**src/rtl/rlink_cext_port_pkg.sv**
```systemverilog
// Shared types and constants for the rlink channel endpoint.
package rlink_cext_port_pkg;

    typedef enum logic [0:0] {
        S_IDLE,
        S_GAP
    } tx_state_e;

    localparam int unsigned CNT_WIDTH = 16;

endpackage

```
**src/rtl/rlink_cext_port_fifo.sv**
```systemverilog
// Synchronous byte FIFO with 2**AWIDTH entries; head is the oldest byte.
module rlink_cext_port_fifo #(
    parameter int unsigned AWIDTH = 4
) (
    input  logic       clk,
    input  logic       reset,
    input  logic       push,
    input  logic [7:0] push_data,
    input  logic       pop,
    output logic [7:0] head,
    output logic       full,
    output logic       empty
);

    localparam int unsigned DEPTH = 1 << AWIDTH;
    localparam logic [AWIDTH:0] PTR_ONE = 1;

    logic [7:0]      mem [DEPTH];
    logic [AWIDTH:0] wr_ptr_q;
    logic [AWIDTH:0] rd_ptr_q;
    logic            do_push;
    logic            do_pop;

    // Extra pointer bit separates full from empty when the indices match.
    assign full  = (wr_ptr_q[AWIDTH] != rd_ptr_q[AWIDTH]) &&
                   (wr_ptr_q[AWIDTH-1:0] == rd_ptr_q[AWIDTH-1:0]);
    assign empty = (wr_ptr_q == rd_ptr_q);

    assign do_push = push && !full;
    assign do_pop  = pop && !empty;

    always_ff @(posedge clk) begin
        if (reset) begin
            wr_ptr_q <= '0;
            rd_ptr_q <= '0;
        end else begin
            if (do_push) wr_ptr_q <= wr_ptr_q + PTR_ONE;
            if (do_pop)  rd_ptr_q <= rd_ptr_q + PTR_ONE;
        end
    end

    always_ff @(posedge clk) begin
        if (do_push) mem[wr_ptr_q[AWIDTH-1:0]] <= push_data;
    end

    assign head = mem[rd_ptr_q[AWIDTH-1:0]];

endmodule

```
**src/rtl/rlink_cext_port.sv**
```systemverilog
// Device-side rlink channel endpoint: rx/tx byte buffering with throttled tx strobes.
module rlink_cext_port
    import rlink_cext_port_pkg::*;
#(
    parameter int unsigned AWIDTH = 4,
    parameter int unsigned TXGAP  = 0
) (
    input  logic                 clk,
    input  logic                 reset,
    input  logic [31:0]          rx_data,
    input  logic                 rx_val,
    output logic                 rx_hold,
    output logic [7:0]           tx_data,
    output logic                 tx_ena,
    output logic [7:0]           rxd_data,
    output logic                 rxd_val,
    input  logic                 rxd_hold,
    input  logic [7:0]           txs_data,
    input  logic                 txs_ena,
    output logic                 txs_busy,
    output logic [CNT_WIDTH-1:0] rx_count,
    output logic [CNT_WIDTH-1:0] tx_count
);

    localparam int unsigned GW = (TXGAP > 1) ? $clog2(TXGAP) : 1;
    localparam logic [GW-1:0] GAP_LOAD = GW'((TXGAP > 0) ? TXGAP - 1 : 0);
    localparam logic [CNT_WIDTH-1:0] CNT_ONE = 1;

    logic                 rx_full, rx_empty, rx_push;
    logic [7:0]           rx_head;
    logic                 tx_full, tx_empty, tx_pop;
    logic [7:0]           tx_head;
    tx_state_e            state_q, state_d;
    logic [GW-1:0]        gap_q, gap_d;
    logic                 tx_ena_q;
    logic [7:0]           tx_data_q;
    logic [CNT_WIDTH-1:0] rx_count_q, tx_count_q;
    logic                 unused_rx_bits;

    assign unused_rx_bits = ^rx_data[31:8];

    assign rx_hold  = rx_full | reset;
    assign rx_push  = rx_val & ~rx_hold;
    assign rxd_val  = ~rx_empty;
    assign rxd_data = rx_empty ? 8'h00 : rx_head;
    assign txs_busy = tx_full;

    rlink_cext_port_fifo #(
        .AWIDTH (AWIDTH)
    ) u_rx_fifo (
        .clk       (clk),
        .reset     (reset),
        .push      (rx_push),
        .push_data (rx_data[7:0]),
        .pop       (~rxd_hold),
        .head      (rx_head),
        .full      (rx_full),
        .empty     (rx_empty)
    );

    rlink_cext_port_fifo #(
        .AWIDTH (AWIDTH)
    ) u_tx_fifo (
        .clk       (clk),
        .reset     (reset),
        .push      (txs_ena),
        .push_data (txs_data),
        .pop       (tx_pop),
        .head      (tx_head),
        .full      (tx_full),
        .empty     (tx_empty)
    );

    always_comb begin
        state_d = state_q;
        gap_d   = gap_q;
        tx_pop  = 1'b0;
        unique case (state_q)
            S_IDLE: begin
                if (!tx_empty) begin
                    tx_pop = 1'b1;
                    if (TXGAP > 0) begin
                        state_d = S_GAP;
                        gap_d   = GAP_LOAD;
                    end
                end
            end
            S_GAP: begin
                if (gap_q == '0) state_d = S_IDLE;
                else             gap_d   = gap_q - 1'b1;
            end
        endcase
    end

    always_ff @(posedge clk) begin
        if (reset) begin
            state_q    <= S_IDLE;
            gap_q      <= '0;
            tx_ena_q   <= 1'b0;
            tx_data_q  <= '0;
            rx_count_q <= '0;
            tx_count_q <= '0;
        end else begin
            state_q  <= state_d;
            gap_q    <= gap_d;
            tx_ena_q <= tx_pop;
            if (tx_pop) begin
                tx_data_q  <= tx_head;
                tx_count_q <= tx_count_q + CNT_ONE;
            end
            if (rx_push) rx_count_q <= rx_count_q + CNT_ONE;
        end
    end

    assign tx_ena   = tx_ena_q;
    assign tx_data  = tx_data_q;
    assign rx_count = rx_count_q;
    assign tx_count = tx_count_q;

endmodule

```
**config.mk**
```make
export PLATFORM = sky130hd
export DESIGN_NAME = rlink_cext_port
export DESIGN_NICKNAME = d
export VERILOG_FILES = /design/src/rtl/rlink_cext_port_pkg.sv /design/src/rtl/rlink_cext_port_fifo.sv /design/src/rtl/rlink_cext_port.sv
export SDC_FILE = /design/constraint.sdc
export NUM_CORES = 1
export LEC_CHECK = 0
export BUFFER_PORTS_ARGS = -buffer_cell sky130_fd_sc_hd__clkbuf_2
export CORE_MARGIN = 3
export CORE_UTILIZATION = 60
export CTS_CLUSTER_SIZE = 16
export DETAILED_ROUTE_END_ITERATION = 12
export PLACE_DENSITY = 0.81
export SETUP_SLACK_MARGIN = 0.3
export SLEW_MARGIN = 20
export SYNTH_ARGS = -nofsm -noshare
export SYNTH_HDL_FRONTEND = slang
export SYNTH_SLANG_ARGS = --single-unit
```
**constraint.sdc**
```tcl
create_clock -name clk -period 2.96 [get_ports clk]
set_input_delay 0.444 -clock clk [delete_from_list [all_inputs] [get_ports clk]]
set_output_delay 0.444 -clock clk [all_outputs]
set_load 0.005 [all_outputs]
```
==> flow_metrics.env, run 1 <==
export IMPL_antenna_cells=0
export IMPL_clk_latency_ns=0.51
export IMPL_critPathMostFrequentCell="a211oi_1"
export IMPL_fin_skew_ns=0.01573
export IMPL_hp_class="in -> reg"
export IMPL_slew_headroom_pct=43.58
export IMPL_critPathCapture="rxd_data[6]"
export IMPL_synth_xor_area_share_pct=2.982
export IMPL_reg2reg_from="u_tx_fifo.rd_ptr_q[2]"
export IMPL_synth_edf_count=256
export IMPL_slew_violations=0
export IMPL_cp_max_fo=6
export IMPL_clk_pin_slew_ns=0.07
export IMPL_portBuffers=72
export IMPL_num_vias=7382
export IMPL_layout_drive_gt1_share_pct=25.94
export IMPL_ys_seq_area_share_pct=69.57
export IMPL_wirelength_um=27530
export IMPL_synth_compound_area_share_pct=4.958
export IMPL_num_io_pins=97
export IMPL_power_switching_uw=2806
export IMPL_max_freq_mhz=361.5
export IMPL_yosysTopAreaCell="edfxtp_1"
export IMPL_critPathMaxStageDelay_ns=0.52
export IMPL_ys_ff_latch=321
export IMPL_place_gp_congestion=0.7843
export IMPL_cts_tree="done"
export IMPL_drv_cap=0
export IMPL_leakage_uw=0.005016
export IMPL_pwr_share_comb_pct=16.6
export IMPL_cellPowerDensity_nw_per_um2=743.2
export IMPL_crit_chain="clkbuf_16 -> buf_4 -> mux4_2 -> a211oi_1 -> a211oi_1 -> clkbuf_2"
export IMPL_endpoint_kind="primary output"
export IMPL_hold_viol=0
export IMPL_timing_setup_tns_ns=0
export IMPL_synth_top_cell_area_share_pct=59.49
export IMPL_core_um2=21090
export IMPL_drt_initial_drc_count=738
export IMPL_start_util_pct=61.27
export IMPL_status="completed"
export IMPL_synth_ff_type="edfxtp_1"
export IMPL_fp_dieArea_um2=23330
export IMPL_antenna_found_initial=0
export IMPL_crit_cells=6
export IMPL_routedWlPerCell_um=23.39
export IMPL_die_h_um=152.8
export IMPL_grt_max_degree=61
export IMPL_synth_cells=788
export IMPL_cp_buffers_inverters=3
export IMPL_synth_simple_area_share_pct=7.030
export IMPL_root_buffer="clkbuf_16"
export IMPL_num_rows=53
export IMPL_synth_top_family_by_area="multiplexers"
export IMPL_chipWidth_um=152.8
export IMPL_grt_pass1_wl_um=41750
export IMPL_grt_pass1_vias=7339
export IMPL_synth_fa_ha_area_share_pct=1.162
export IMPL_track_usage_pct=22.86
export IMPL_dr_wl_met3_um=2026
export IMPL_htreeDepth=2
export IMPL_area_growth_pct=15.35
export IMPL_r2r_slack_ns=0.65
export IMPL_cts_num_sinks=321
export IMPL_power_frac_clock_pct=36.9
export IMPL_drcViolationCount=0
export IMPL_r2r_cells=6
export IMPL_critical_path_class="reg -> out"
export IMPL_ys_types=45
export IMPL_worstPathRequired_ns=2.52
export IMPL_swShare_pct=25.34
export IMPL_async_reset_ff_share_pct=0
export IMPL_synth_commonest_cells="256 x edfxtp_1, 65 x dfxtp_1, 64 x mux4_2"
export IMPL_dp_hpwl_um=15920
export IMPL_fin_nets=935
export IMPL_path_delay_family="multiplexers"
export IMPL_cp_slowest_cell="mux4_2"
export IMPL_irDropWorstVdd_uv=662.1
export IMPL_r2r_end="tx_count[6]"
export IMPL_ys_top_cells_by_area="edfxtp_1 59%, mux4_2 11%, dfxtp_1 10%, xnor2_1 2.5%, a211oi_1 1.5%"
export IMPL_ys_warn_count=0
export IMPL_finalCriticalPeriod_ns=2.766
export IMPL_cts_made_buffers=34
export IMPL_wl_met2_um=13490
export IMPL_sequentialPowerShare_pct=46.5
export IMPL_timing_hold_ws_ns=0.3275
export IMPL_synth_fp_nets=845
export IMPL_grt_ovfl_total=0
export IMPL_setup_viol=0
export IMPL_startpoint_type="flip-flop"
export IMPL_post_synth_mux_area_share_pct=12.34
export IMPL_via_per_inst=6.272
export IMPL_fin_crit_sh_pct=93.45
export IMPL_synth_area_um2=12920
export IMPL_worstMarginPinSlew_ns=0.8452
export IMPL_synth_most_common_cell="edfxtp_1"
export IMPL_cp_arrival_ns=2.32
export IMPL_grt_setup_unrepaired="yes"
export IMPL_avgSynthCellArea_um2=16.40
export IMPL_ant_nets=0
export IMPL_internal_power_uw=8270
export IMPL_drt_met1_wl_um=11340
export IMPL_firstDrtPassIters=5
export IMPL_cts_root_to_sink_buffers=3
export IMPL_top_layer_used="met4"
-- worst register-to-register path: stages, from the launching register on --
cell and delay [ns]:
dfxtp_1 0.52, xnor2_1 0.18, and4_1 0.24, buf_4 0.32
nand2_1 0.47, a311oi_1 0.41, a41o_1 0.12
-- per-stage QoR --
stage | worst slack (ns) | power [µW] | utilization (%) | area [µm²] | cells
after floorplan | 0.6991 | 6342 | - | 12920 | 788
after global placement | 0.5994 | 6793 | 64.32 | 13560 | 1105
after detailed placement | 0.6077 | 6837 | 64.32 | 13560 | 1105
after CTS | 0.2766 | 11020 | 70.10 | 14780 | 1174
after global routing | 0.1224 | 11440 | 70.68 | 14900 | 1177
final | 0.1940 | 11080 | 70.68 | 14900 | 1177
-- registers in the layout, indices dropped and copies added (netlist names), named ones only --
register and cells:
tx_ena 1, u_rx_fifo.wr_ptr_q 5, u_rx_fifo.mem 128, u_tx_fifo.rd_ptr_q 5, u_rx_fifo.rd_ptr_q 5, u_tx_fifo.mem 128, u_tx_fifo.wr_ptr_q 5, tx_data 8
tx_count 16, rx_count 16
-- kinds of logic after synthesis --
group,after synthesis
adder cells (fa/ha/maj),12
buffers and inverters,57
flip-flops,321
AO/OA/AOI/OAI,95
AND/OR/NAND/NOR,180
XOR/XNOR,44
multiplexers,79
-- cell type report --
class                      count  area, µm²
sequential                   321       8996
fill                        1287       6183
multi-input combinational    410       3771
clock buffer                  44      929.6
timing repair buffer          99      674.4
tap                          275      344.1
clock inverter                16      143.9
inverter                      12      45.04
-- placed cells by master, fill, tap and decap left out, types with 7 or more instances in the layout --
cell type / n
a22oi_1: 16
and3_1: 31
nand3_1: 25
ha_1: 12
inv_1: 12
xnor2_1: 36
nand4_1: 7
dfxtp_1: 61
buf_4: 17
nand2_1: 38
xor2_1: 7
clkbuf_2: 68
mux4_2: 64
a211oi_1: 17
a21oi_1: 28
a211oi_2: 9
clkbuf_16: 37
edfxtp_1: 256
mux2i_1: 9
nor2_1: 42
nor2b_1: 15
clkbuf_1: 7
-- layer usage --
| layer | up-vias | track usage, % |
|---|---|---|
| li1 | 3272 | - |
| met1 | 3703 | 33.04 |
| met2 | 353 | 35.68 |
| met3 | 54 | 4.771 |
| met4 | 0 | 7.425 |
| met5 | - | 0 |
-- power groups by stage --
| stage | sequential [µW] | combinational (µW) | clock, µW |
|---|---|---|---|
| finish | 5150 | 1840 | 4090 |
| global route | 5160 | 1980 | 4310 |
| CTS | 5140 | 1750 | 4130 |
| detailed placement | 5230 | 1610 | 0 |
| global placement | 5220 | 1570 | 0 |
| floorplan | 5180 | 1160 | 0 |
-- worst min path at each step --
stage | endpoint | startpoint | cells past startpoint
5_1_grt | flip-flop | rxd_hold | 4
3_5_place_dp | tx_data[2] | tx_data[2] | 2
2_1_floorplan | tx_data[0] | tx_data[0] | 2
4_1_cts | flip-flop | rxd_hold | 4
3_3_place_gp | tx_data[0] | tx_data[0] | 2
6_report | flip-flop | rxd_hold | 4
-- timing repair --
action                     in CTS  in global routing
pin swaps                       1                  5
cloned                          1                  2
gates resized for setup        13                 17
buffers inserted                8                  1
setup endpoints to repair       8                  8
hold buffers                    0                  0
No activity file was read; power rests on OpenSTA's default activity.
==> run 2: changes to the inputs <==
Settings changed: CAP_MARGIN set to 20, CTS_CLUSTER_SIZE 16 to 24.
Clock period 2.96 ns to 2.9 ns, I/O delays scaled along.
==> run 2 against run 1 <==
Net effect: setup slack worse by 0.023 ns; flip-flop and latch count is the same; clock skew down 0.0040 ns; die area did not move; routed wire length is 1.5% lower; critical path type unchanged.
==> flow_metrics.env, run 2 (synthesis gave the netlist of run 1 again) <==
export IMPL_status="completed"
export IMPL_irDropWorstVdd_uv=541.1
export IMPL_critPathMaxStageDelay_ns=0.53
export IMPL_start_util_pct=61.27
export IMPL_num_rows=53
export IMPL_max_freq_mhz=366.5
export IMPL_core_um2=21090
export IMPL_ctsHoldBuffers=0
export IMPL_leakage_uw=0.004978
export IMPL_drv_cap=0
export IMPL_endpoint_kind="primary output"
export IMPL_die_h_um=152.8
export IMPL_fin_nets=928
export IMPL_finalPower_uw=11000
export IMPL_clk_pin_slew_ns=0.06
export IMPL_grt_pass1_vias=7427
export IMPL_cts_root_to_sink_buffers=3
export IMPL_hold_start="rxd_hold"
export IMPL_fin_skew_ns=0.01172
export IMPL_fin_cells=1170
export IMPL_finalWorstSetupSlack_ns=0.1713
export IMPL_place_gp_congestion=0.7874
export IMPL_fp_dieArea_um2=23330
export IMPL_drt_initial_drc_count=660
export IMPL_worstPathRequired_ns=2.47
export IMPL_mostFrequentLayoutCell="edfxtp_1"
export IMPL_hp_class="in -> reg"
export IMPL_cts_made_buffers=31
export IMPL_ant_nets=0
export IMPL_hold_viol=0
export IMPL_place_ws_ns=0.5761
export IMPL_grt_pass1_wl_um=42900
export IMPL_slew_violations=0
export IMPL_cp_slowest_cell="mux4_2"
export IMPL_num_io_pins=97
export IMPL_cellPowerDensity_nw_per_um2=743.1
export IMPL_timing_setup_tns_ns=0
export IMPL_cp_arrival_ns=2.29
export IMPL_setup_viol=0
export IMPL_portBuffers=72
export IMPL_crit_chain="buf_12 -> mux4_2 -> nor2b_1 -> a211oi_2 -> a211oi_2 -> clkbuf_2"
export IMPL_slew_headroom_pct=36.33
export IMPL_critical_path_class="reg -> out"
export IMPL_clk_latency_ns=0.55
export IMPL_antenna_found_initial=0
export IMPL_cts_num_sinks=321
export IMPL_worstMarginPinSlew_ns=0.9537
export IMPL_dp_hpwl_um=15820
export IMPL_wirelength_um=27110
export IMPL_reg2reg_from="u_tx_fifo.rd_ptr_q[2]"
export IMPL_chipWidth_um=152.8
export IMPL_htreeDepth=1
export IMPL_via_per_inst=6.329
export IMPL_root_buffer="clkbuf_16"
export IMPL_cts_tree="done"
export IMPL_grt_ovfl_total=0
export IMPL_cp_buffers_inverters=2
export IMPL_cp_max_fo=8
export IMPL_dp_cells=1106
export IMPL_routedWlPerCell_um=23.17
export IMPL_post_dp_cell_area_um2=13560
export IMPL_num_vias=7405
export IMPL_antenna_cells=0
export IMPL_firstDrtPassIters=5
export IMPL_critPathMostFrequentCell="a211oi_2"
export IMPL_fillers=1340
export IMPL_path_delay_family="multiplexers"
export IMPL_startpoint_type="flip-flop"
export IMPL_area_growth_pct=14.57
export IMPL_grt_setup_unrepaired="yes"
export IMPL_finalCriticalPeriod_ns=2.729
export IMPL_layout_drive_gt1_share_pct=26.03
export IMPL_grt_max_degree=61
export IMPL_design_area_um2=14800
export IMPL_final_cell_mix="256 x edfxtp_1, 67 x clkbuf_2, 64 x mux4_2, 62 x dfxtp_1, 42 x nor2_1"
export IMPL_fin_crit_sh_pct=94.09
export IMPL_track_usage_pct=23.46
export IMPL_drcViolationCount=0
-- run 2: cell types whose count changed in the layout (fill, tap and decap cells not counted), moves of 2 or more --
cell,delta
clkbuf_16,-6
a211oi_1,-4
a211oi_2,+4
buf_4,-4
clkinv_2,+3
clkinvlp_4,-3
buf_16,+2
clkbuf_1,-2
mux2i_2,+2
mux2i_4,-2
-- run 2: path summary, 6_finish.rpt --
kind | to | slack, ns | cells past startpoint
setup / recovery | rxd_data[0] | 0.17 | 6
hold / removal | flip-flop | 0.30 | 4
setup reg to reg | tx_count[6] | 0.63 | 6
hold reg to reg | tx_data[2] | 0.47 | 2
-- run 2: per-stage QoR --
step	utilization, %	hold slack (ns)
4_1_cts	70.13	0.2801
3_3_place_gp	64.30	0.4544
5_1_grt	70.20	0.3326
2_1_floorplan	-	0.4598
6_report	70.20	0.2965
3_5_place_dp	64.30	0.4584
-- run 2: area by class of cell --
cell class	count	area (µm²)	area share (%)
timing repair buffer	95	653.1	4.412
multi-input combinational	410	3774	25.49
clock inverter	18	157.7	1.065
tap	275	344.1	2.324
clock buffer	39	835.8	5.646
inverter	12	45.04	0.3043
sequential	321	8995	60.76
-- run 2: power breakdown --
part	switching [µW]	internal [µW]	leakage, µW
clock network	1680	2230	0.000483
logic	997	857	0.00166
registers	126	5120	0.00284
-- run 2: timing repair --
action	4_1_cts	5_1_grt
pin swaps	13	12
endpoints found under the setup margin	8	8
gates resized for setup	25	10
gates cloned	3	0
setup buffers	4	0
hold endpoints to repair	0	0
-- run 2: tightest hold or removal path: cells and delay by family --
kind                   cells  cell delay [ns]
buffers and inverters      1             0.14
AND/OR/NAND/NOR            1             0.07
AO/OA/AOI/OAI              2             0.15
-- run 2: metal layers --
layer	part of all wire [%]	up-vias	GRT usage (%)
li1	-	3254	-
met1	41	3765	34.29
met2	49	327	37.85
met3	7.0	59	3.266
met4	2.7	0	6.703
met5	0	-	0
